$ cat src/rtl/proc_in_fifo_pkg.sv
// Shared definitions for the processor input FIFO stage.
//   - itr_state_e : interrupt engine states (IDLE=0, FIRE=1, WAIT=2)
//   - STAT_*_OFS  : status-word flag positions, counted upward from the
//                   bit just above the count field
package proc_in_fifo_pkg;

  typedef enum logic [1:0] {
    ITR_IDLE = 2'd0,
    ITR_FIRE = 2'd1,
    ITR_WAIT = 2'd2
  } itr_state_e;

  // Status word layout: {zero-ext, udf, full, empty, count}.
  localparam int STAT_EMPTY_OFS = 0;
  localparam int STAT_FULL_OFS  = 1;
  localparam int STAT_UDF_OFS   = 2;

endpackage

$ cat src/rtl/proc_in_fifo_fifo_mem.sv
// fifo_mem: DEPTH x NUBITS register array for the input FIFO.
// Ports:
//   clk   - write clock
//   we    - write enable
//   waddr - write address
//   wdata - write data
//   raddr - read address
//   rdata - read data; asynchronous, follows raddr with no latency
// The array is not reset: the pointers and count define what is valid.
module fifo_mem #(
  parameter int DEPTH  = 8,
  parameter int NUBITS = 16
) (
  input  logic                     clk,
  input  logic                     we,
  input  logic [$clog2(DEPTH)-1:0] waddr,
  input  logic [NUBITS-1:0]        wdata,
  input  logic [$clog2(DEPTH)-1:0] raddr,
  output logic [NUBITS-1:0]        rdata
);

  logic [NUBITS-1:0] mem_q [DEPTH];

  always_ff @(posedge clk) begin
    if (we) mem_q[waddr] <= wdata;
  end

  assign rdata = mem_q[raddr];

endmodule

$ cat src/rtl/proc_in_fifo.sv
// proc_in_fifo: input-side I/O stage feeding the processor's io_in.
// A producer pushes samples over valid/ready into a DEPTH-entry FIFO; the
// processor reads the head (popping it) or a status word through its
// addr_in/req_in read port. An interrupt engine pulses itr for one cycle
// whenever the fill level rises to ITRLVL.
// Ports:
//   clk, rst        - clock; asynchronous active-high reset
//   s_data/s_valid  - producer sample and valid
//   s_ready         - FIFO not full
//   addr_in/req_in  - processor input address and read strobe
//   io_in           - combinational read data for the addressed register
//   itr             - one-cycle interrupt pulse
module proc_in_fifo
  import proc_in_fifo_pkg::*;
#(
  parameter int NUBITS  = 16,
  parameter int DEPTH   = 8,
  parameter int NUIOIN  = 2,
  parameter int DATA_AD = 0,
  parameter int STAT_AD = 1,
  parameter int ITRLVL  = 4
) (
  input  logic                                           clk,
  input  logic                                           rst,
  input  logic [NUBITS-1:0]                              s_data,
  input  logic                                           s_valid,
  output logic                                           s_ready,
  input  logic [((NUIOIN > 1) ? $clog2(NUIOIN) : 1)-1:0] addr_in,
  input  logic                                           req_in,
  output logic [NUBITS-1:0]                              io_in,
  output logic                                           itr
);

  localparam int PW = $clog2(DEPTH);
  localparam int CW = PW + 1;
  localparam int AW = (NUIOIN > 1) ? $clog2(NUIOIN) : 1;

  localparam logic [AW-1:0] DATA_A   = AW'(DATA_AD);
  localparam logic [AW-1:0] STAT_A   = AW'(STAT_AD);
  localparam logic [CW-1:0] DEPTH_C  = CW'(DEPTH);
  localparam logic [CW-1:0] ITRLVL_C = CW'(ITRLVL);
  localparam logic [PW-1:0] PTR_ONE  = PW'(1);

  logic [PW-1:0]     wptr_q, wptr_d;
  logic [PW-1:0]     rptr_q, rptr_d;
  logic [CW-1:0]     count_q, count_d;
  logic              udf_q, udf_d;
  itr_state_e        state_q;
  logic              itr_q;

  logic              full, empty;
  logic              push, pop_req, pop, stat_rd;
  logic [NUBITS-1:0] head;

  assign full    = (count_q == DEPTH_C);
  assign empty   = (count_q == '0);
  assign s_ready = !full;

  // Push depends only on the current fill, so a same-cycle pop never lets
  // a write into a full FIFO.
  assign push    = s_valid && !full;
  assign pop_req = req_in && (addr_in == DATA_A);
  // A word pushed this cycle is not yet visible, so a pop on an empty FIFO
  // underflows even when a push coincides.
  assign pop     = pop_req && !empty;
  assign stat_rd = req_in && (addr_in == STAT_A);

  fifo_mem #(
    .DEPTH  (DEPTH),
    .NUBITS (NUBITS)
  ) u_mem (
    .clk   (clk),
    .we    (push),
    .waddr (wptr_q),
    .wdata (s_data),
    .raddr (rptr_q),
    .rdata (head)
  );

  always_comb begin
    wptr_d  = wptr_q;
    rptr_d  = rptr_q;
    udf_d   = udf_q;
    if (push) wptr_d = wptr_q + PTR_ONE;
    if (pop)  rptr_d = rptr_q + PTR_ONE;
    count_d = count_q + CW'(push) - CW'(pop);
    // Status and data addresses are distinct, so clear and set never collide.
    if (stat_rd)
      udf_d = 1'b0;
    else if (pop_req && empty)
      udf_d = 1'b1;
  end

  always_ff @(posedge clk or posedge rst) begin
    if (rst) begin
      wptr_q  <= '0;
      rptr_q  <= '0;
      count_q <= '0;
      udf_q   <= 1'b0;
    end else begin
      wptr_q  <= wptr_d;
      rptr_q  <= rptr_d;
      count_q <= count_d;
      udf_q   <= udf_d;
    end
  end

  // Read mux: io_in shows the pre-update state, so a status read returns
  // udf before it is cleared at the same edge.
  always_comb begin
    io_in = '0;
    if (addr_in == DATA_A) begin
      if (!empty) io_in = head;
    end else if (addr_in == STAT_A) begin
      io_in[CW-1:0]               = count_q;
      io_in[CW + STAT_EMPTY_OFS]  = empty;
      io_in[CW + STAT_FULL_OFS]   = full;
      io_in[CW + STAT_UDF_OFS]    = udf_q;
    end
  end

  // Interrupt engine. Transitions look at count_d so the pulse lands in the
  // cycle right after the edge that brought the level up to ITRLVL.
  always_ff @(posedge clk or posedge rst) begin
    if (rst) begin
      state_q <= ITR_IDLE;
      itr_q   <= 1'b0;
    end else begin
      itr_q <= 1'b0;
      case (state_q)
        ITR_IDLE: begin
          if (count_d >= ITRLVL_C) begin
            state_q <= ITR_FIRE;
            itr_q   <= 1'b1;
          end
        end
        ITR_FIRE: state_q <= ITR_WAIT;
        ITR_WAIT: begin
          if (count_d < ITRLVL_C) state_q <= ITR_IDLE;
        end
        default:  state_q <= ITR_IDLE;
      endcase
    end
  end

  assign itr = itr_q;

endmodule

$ cat config.mk
export PLATFORM = sky130hd
export DESIGN_NAME = proc_in_fifo
export DESIGN_NICKNAME = d
export VERILOG_FILES = /design/src/rtl/proc_in_fifo_pkg.sv /design/src/rtl/proc_in_fifo_fifo_mem.sv /design/src/rtl/proc_in_fifo.sv
export SDC_FILE = /design/constraint.sdc
export NUM_CORES = 1
export LEC_CHECK = 0
export CORE_MARGIN = 3
export CORE_UTILIZATION = 58
export DETAILED_ROUTE_END_ITERATION = 12
export GPL_TIMING_DRIVEN = 0
export PLACE_DENSITY = 0.9
export SYNTH_ARGS = -nofsm -noshare
export SYNTH_HDL_FRONTEND = slang
export SYNTH_SLANG_ARGS = --single-unit
$ cat constraint.sdc
create_clock -name clk -period 3.65 [get_ports clk]
set_clock_uncertainty 0.15 [all_clocks]
set_input_delay 0.73 -clock clk [delete_from_list [all_inputs] [get_ports clk]]
set_output_delay 0.73 -clock clk [all_outputs]
set_load 0.01 [all_outputs]
; ---- Word-level counts from Yosys, hierarchy flattened
; Memories as Yosys holds them, arrays and structs flattened.
; Index checks and enable logic that the tools add are counted.
; W data, S select, Z words.
[totals]
inputBits = 21
ramBits = 128
reg_bits = 14
memories = 1
[mem_list]
columns = name, depth, width, read_ports, rd_clocked_by_memory_dff, wr, line
row1 = u_mem.mem_q, 8, 16, 1, 0, 1, proc_in_fifo_fifo_mem.sv:22  ; logic [NUBITS-1:0] mem_q [DEPTH];
[op_classes]
reduce_logical = 11
bitwise_logic = 1
magnitude_cmp = 2
eq_ne = 5
n_addsub = 4
muxes = 12
[ops]
columns = op, count
row1 = $mux W16, 1
row2 = $mux W9, 1
row3 = $mux W7, 1
row4 = $add A3 B1 Y3 const B, 2
row5 = $mux W1, 6
row6 = $pmux W2 S3, 1
row7 = $logic_and A1 B1 Y1, 5
row8 = $add A4 B1 Y4, 1
row9 = $eq A4 B4 Y1 const B, 1
row10 = $ge A4 B3 Y1 const B, 1
row11 = $logic_not A4 Y1, 1
row12 = $lt A4 B3 Y1 const B, 1
row13 = $mux W2, 2
row14 = $ne A2 B2 Y1 const B, 2
row15 = $sub A4 B1 Y4, 1
row16 = $eq A2 B1 Y1 const B, 1
row17 = $eq A2 B2 Y1 const B, 1
row18 = $logic_not A1 Y1, 2
row19 = $logic_not A2 Y1, 1
row20 = $reduce_and A2 Y1, 1
row21 = $reduce_bool A2 Y1, 1
row22 = $not A1 Y1, 1

; ---- Depth between registers and ports, before layout
[depth]
word_depth = 8
ltp_mapped = 14

; ---- Modules after synthesis
; A second synthesis with hierarchy kept.
[unflattened]
cells_unflattened = 282
hier_area_um2 = 5858.1
[by_module_without_submodules]
columns = module, instances, seq_area_each_um2, area_per_inst_um2, cells_each
row1 = fifo_mem, 1, 3843.7, 4973.5, 198
row2 = proc_in_fifo, 1, 350.3, 884.6, 84

; ---- Least setup slack after synthesis
; Ideal clock, no wire load.
[synth_timing]
path_type = reg-to-reg
start = register count_q[2]
end = memory u_mem.mem_q[0][0], enable pin
arrival_ns = 2.544
t_required_ns = 3.091
stages_incl_launch_ff = 8
path_buffers = 1
setup_time_ns = 0.409
setup_slack_ns = 0.547
cell_sequence = dfrtp_1 inv_1 ha_1 or3b_2 clkbuf_1 nand2_1 or2_2 nor3_1
[synth_between]
elab_chain_len = 5
[synth_lines]
columns = item, line
row1 = from (decl), proc_in_fifo.sv:46  ; logic [CW-1:0] count_q, count_d;
row2 = from (signal assigned), proc_in_fifo.sv:103  ; count_q <= count_d;
row3 = $eq A4 B4 Y1, proc_in_fifo.sv:55  ; assign full = (count_q == DEPTH_C);
row4 = $logic_not A1 Y1, n/a
row5 = via s_ready, proc_in_fifo.sv:27  ; output logic s_ready,
row6 = $logic_and A1 B1 Y1, proc_in_fifo.sv:61  ; assign push = s_valid && !full;
row7 = $mux W1, proc_in_fifo_fifo_mem.sv:25  ; if (we) mem_q[waddr] <= wdata;
row8 = $mux W1 (not written as such), proc_in_fifo_fifo_mem.sv:25
row9 = to (decl), proc_in_fifo_fifo_mem.sv:22
; The timed path passes the listed nets, and every way through them passes these cells.

; ---- Final worst setup path
[layout_timing]
start = register count_q[2]
end = output port io_in[13]
[layout_between]
elab_chain_len = 3
[layout_lines]
columns = item, line
row1 = $logic_not A4 Y1, proc_in_fifo.sv:56  ; assign empty = (count_q == '0);
row2 = $mux W16, proc_in_fifo.sv:113  ; if (!empty) io_in = head;
row3 = $mux W9, proc_in_fifo.sv:112  ; if (addr_in == DATA_A) begin
row4 = to (decl), proc_in_fifo.sv:30  ; output logic [NUBITS-1:0] io_in,
; Every way passes these cells.

==> run summary <==
CTS Sinks -> 142
vias in the first global route -> 3268
post-synthesis cell count -> 303
routed length per placed instance -> 23.8 um
synthesized cell area -> 5780 sq um
initial antenna violation count -> 0
num rows -> 35
Setup Fix Bufs, Post-CTS -> 0
#FFs+latches synth -> 142
DR top layer -> met4
Fin Hold WS -> 0.342 ns
setup TNS -> 0 ns
fmax -> 282 MHz
CTS max path bufs -> 2
reg2reg start -> count_q[2]
Die H -> 106 um
Netlist cell types -> 36
Root Buffer -> clkbuf_8
CTS H-tree lvls -> 4
CP Data Arrival Time -> 2.66 ns
DIE AREA -> 11200 sq um
RePlAce Congestion -> 0.787
metal2 WL -> 6.22 mm
Power per Cell Area -> 828 nW/um^2
fillers -> 539
RR Endpoint -> itr
CP Launch Type -> register
Final Cycle Share -> 97.0%
Pleak -> 2.47 nW
I/O pin cnt -> 39
total CTS buffers -> 17
Die W -> 106 um
largest cells by area after synthesis -> edfxtp_1 (67%), mux4_2 (6.6%), dfrtp_1 (6.1%)
post-synthesis sequential area ratio -> 72.6%
largest net degree at the start of global routing -> 17
status -> finished, final reports clean
Slew Viols, Final -> 0
CTS tree -> built
antenna viol nets, final -> 0
R2R depth -> 13
Port Buffers -> 38
reported max-cap violation count -> 0
CTS Hold Bufs -> 0
met1 WL -> 4.62 mm
Slew @ Worst Pin -> 0.796 ns
fin crit period -> 3.54 ns
area of placed instances -> 6450 sq um
P&R area growth vs syn -> 22.0%
unrepaired setup endpoints after global routing -> no
Syn Nets -> 333
syn_area_per_cell -> 19.1 sq um
met3 wire length -> 852 um
Slew headroom -> 46.7%
final hold viol count -> 0
critical path class -> reg2out
Synth top area share -> 66.6%
Remaining Overflow, GRT -> 0
placed wire-length estimate -> 7.63 mm
cell chain of the critical path -> inv_1 > ha_1 > nor3b_2 > or2_2 > buf_4 > nor2_1 > clkdlybuf4s50_1
crit path from -> count_q[2]
n_diodes -> 0
vias -> 3083
R2R Setup Slk -> 0.17 ns
via/cell ratio -> 6.07
setup violators final -> 0
CP max FO -> 10
Worst setup EP type -> output pin
overall routed net length -> 12.1 mm
Yosys top cell by area -> edfxtp_1
1st-iter DRT viols -> 209
Pre-antenna DRT Iters -> 6
sequential cell area -> 4190 sq um
peak supply drop -> 0.000439 V
yosys warns -> 0
slowest CP cell -> clkdlybuf4s50_1
DRC -> 0
post-route cell area -> 7050 sq um
core footprint -> 9460 sq um
gr usage total -> 23.1%
Starting Density -> 61.1%
CP max stage delay -> 0.57 ns
first-pass GRT wire length -> 18.8 mm
worst hold path type -> reg2reg
nets@finish -> 396
footprint of the multi-input gates -> 1480 sq um
later-pin clock latency in the skew report -> 0.51 ns
Worst-path clk slew -> 0.07 ns
Worst setup endpoint -> io_in[13]
share of cells above drive strength 1 -> 25.3%
Overall Power -> 0.00584 W
required time worst endpoint -> 2.77 ns
==> power breakdown <==
group,switching (W),leakage [nW],internal (W)
clock,0.000718,0.286,0.000943
sequential,0.000125,1.33,0.00208
combinational,0.00102,0.856,0.000952
total,0.00186,2.47,0.00397
==> worst min-delay path by stage <==
stage	from	endpoint	slack [ns]	cells past startpoint
CTS	state_q[1]	state_q[1]	0.34	1
global route	state_q[1]	state_q[1]	0.37	1
finish	state_q[1]	state_q[1]	0.34	1
global placement	state_q[1]	state_q[1]	0.32	1
floorplan	state_q[1]	state_q[1]	0.30	1
detailed placement	state_q[1]	state_q[1]	0.33	1
==> timing repair <==
action                     CTS  global route
hold endpoints to repair     0             0
pin swaps                    0             0
gates resized for setup      7             1
setup endpoints to repair   14            14
==> critical path: cells and delay by family, from the launching register on <==
kind	cells	cell delay, ns
buffers and inverters	3	0.90
AND/OR/NAND/NOR	3	0.71
flip-flops	1	0.34
adder cells (fa/ha/maj)	1	0.21
==> logic make-up after synthesis <==
family / share of synthesized area [%]
buffers and inverters: 2.56
and+or+nand+nor: 4.55
adders and majority gates: 2.08
AOI/OAI and AO/OA: 2.36
DFF: 72.6
muxes: 15.1
xor gates and xnor gates: 0.758
==> sequential cells by signal (all words and copies together) (netlist names) <==
name	cells
wptr_q	3
state_q	2
u_mem.mem_q	128
itr	1
udf_q	1
count_q	4
rptr_q	3
==> routing by layer <==
metal | track usage (%) | up-vias
met3 | 6.12 | 31
met2 | 38.3 | 135
met5 | 0 | -
met1 | 29.3 | 1576
li1 | - | 1341
met4 | 9.44 | 0
==> per-stage QoR <==
step | setup slack [ns] | utilization (%) | instances
floorplan | 0.547 | - | 303
global placement | -0.702 | 66.8 | 470
detailed placement | -0.255 | 68.2 | 478
CTS | -0.0158 | 74.5 | 509
global route | 0.00362 | 74.5 | 508
finish | 0.108 | 74.5 | 508
==> synthesized netlist by cell type <==
cell,n
edfxtp_1,128
nor2_1,18
mux4_2,17
dfrtp_1,14
mux2_2,14
mux2i_1,12
inv_1,10
nand2_1,9
ha_1,8
mux4_1,8
nor2b_1,6
o22ai_1,6
buf_2,5
o32ai_1,5
nand2b_1,4
nand3_1,4
xnor2_1,4
a21oi_1,3
clkbuf_1,3
nor3_1,3
or2_2,3
buf_12,2
buf_6,2
nor3b_1,2
o31ai_1,2
and3_1,1
buf_1,1
buf_4,1
fa_1,1
nand3b_1,1
o2111ai_1,1
o21bai_1,1
o311ai_0,1
or3b_2,1
or4_1,1
xor2_1,1
==> area by class of cell <==
cell class / instances / share of cell area, %
plain buffers: 12 / 1.53
clock buffers: 17 / 5.88
clock inverters: 15 / 2.38
inverters: 10 / 0.533
multi-input cells: 137 / 20.9
flip-flops and latches: 142 / 59.5
well taps: 129 / 2.29
repair buffers: 46 / 6.94
==> layout by cell type, fill, tap and decap left out, types with 5 or more instances in the layout <==
cell type and n:
edfxtp_1 128, clkdlybuf4s50_1 35, mux4_2 17, clkbuf_16 16, mux2_2 14, dfrtp_1 14, mux2i_1 12, nor2_1 12
inv_1 10, nand2_1 9, mux4_1 8, ha_1 8, nor2b_1 6, o22ai_1 6, nor2_2 6, buf_8 6
inv_6 5, inv_8 5
No activity file was read; power rests on OpenSTA's default activity.
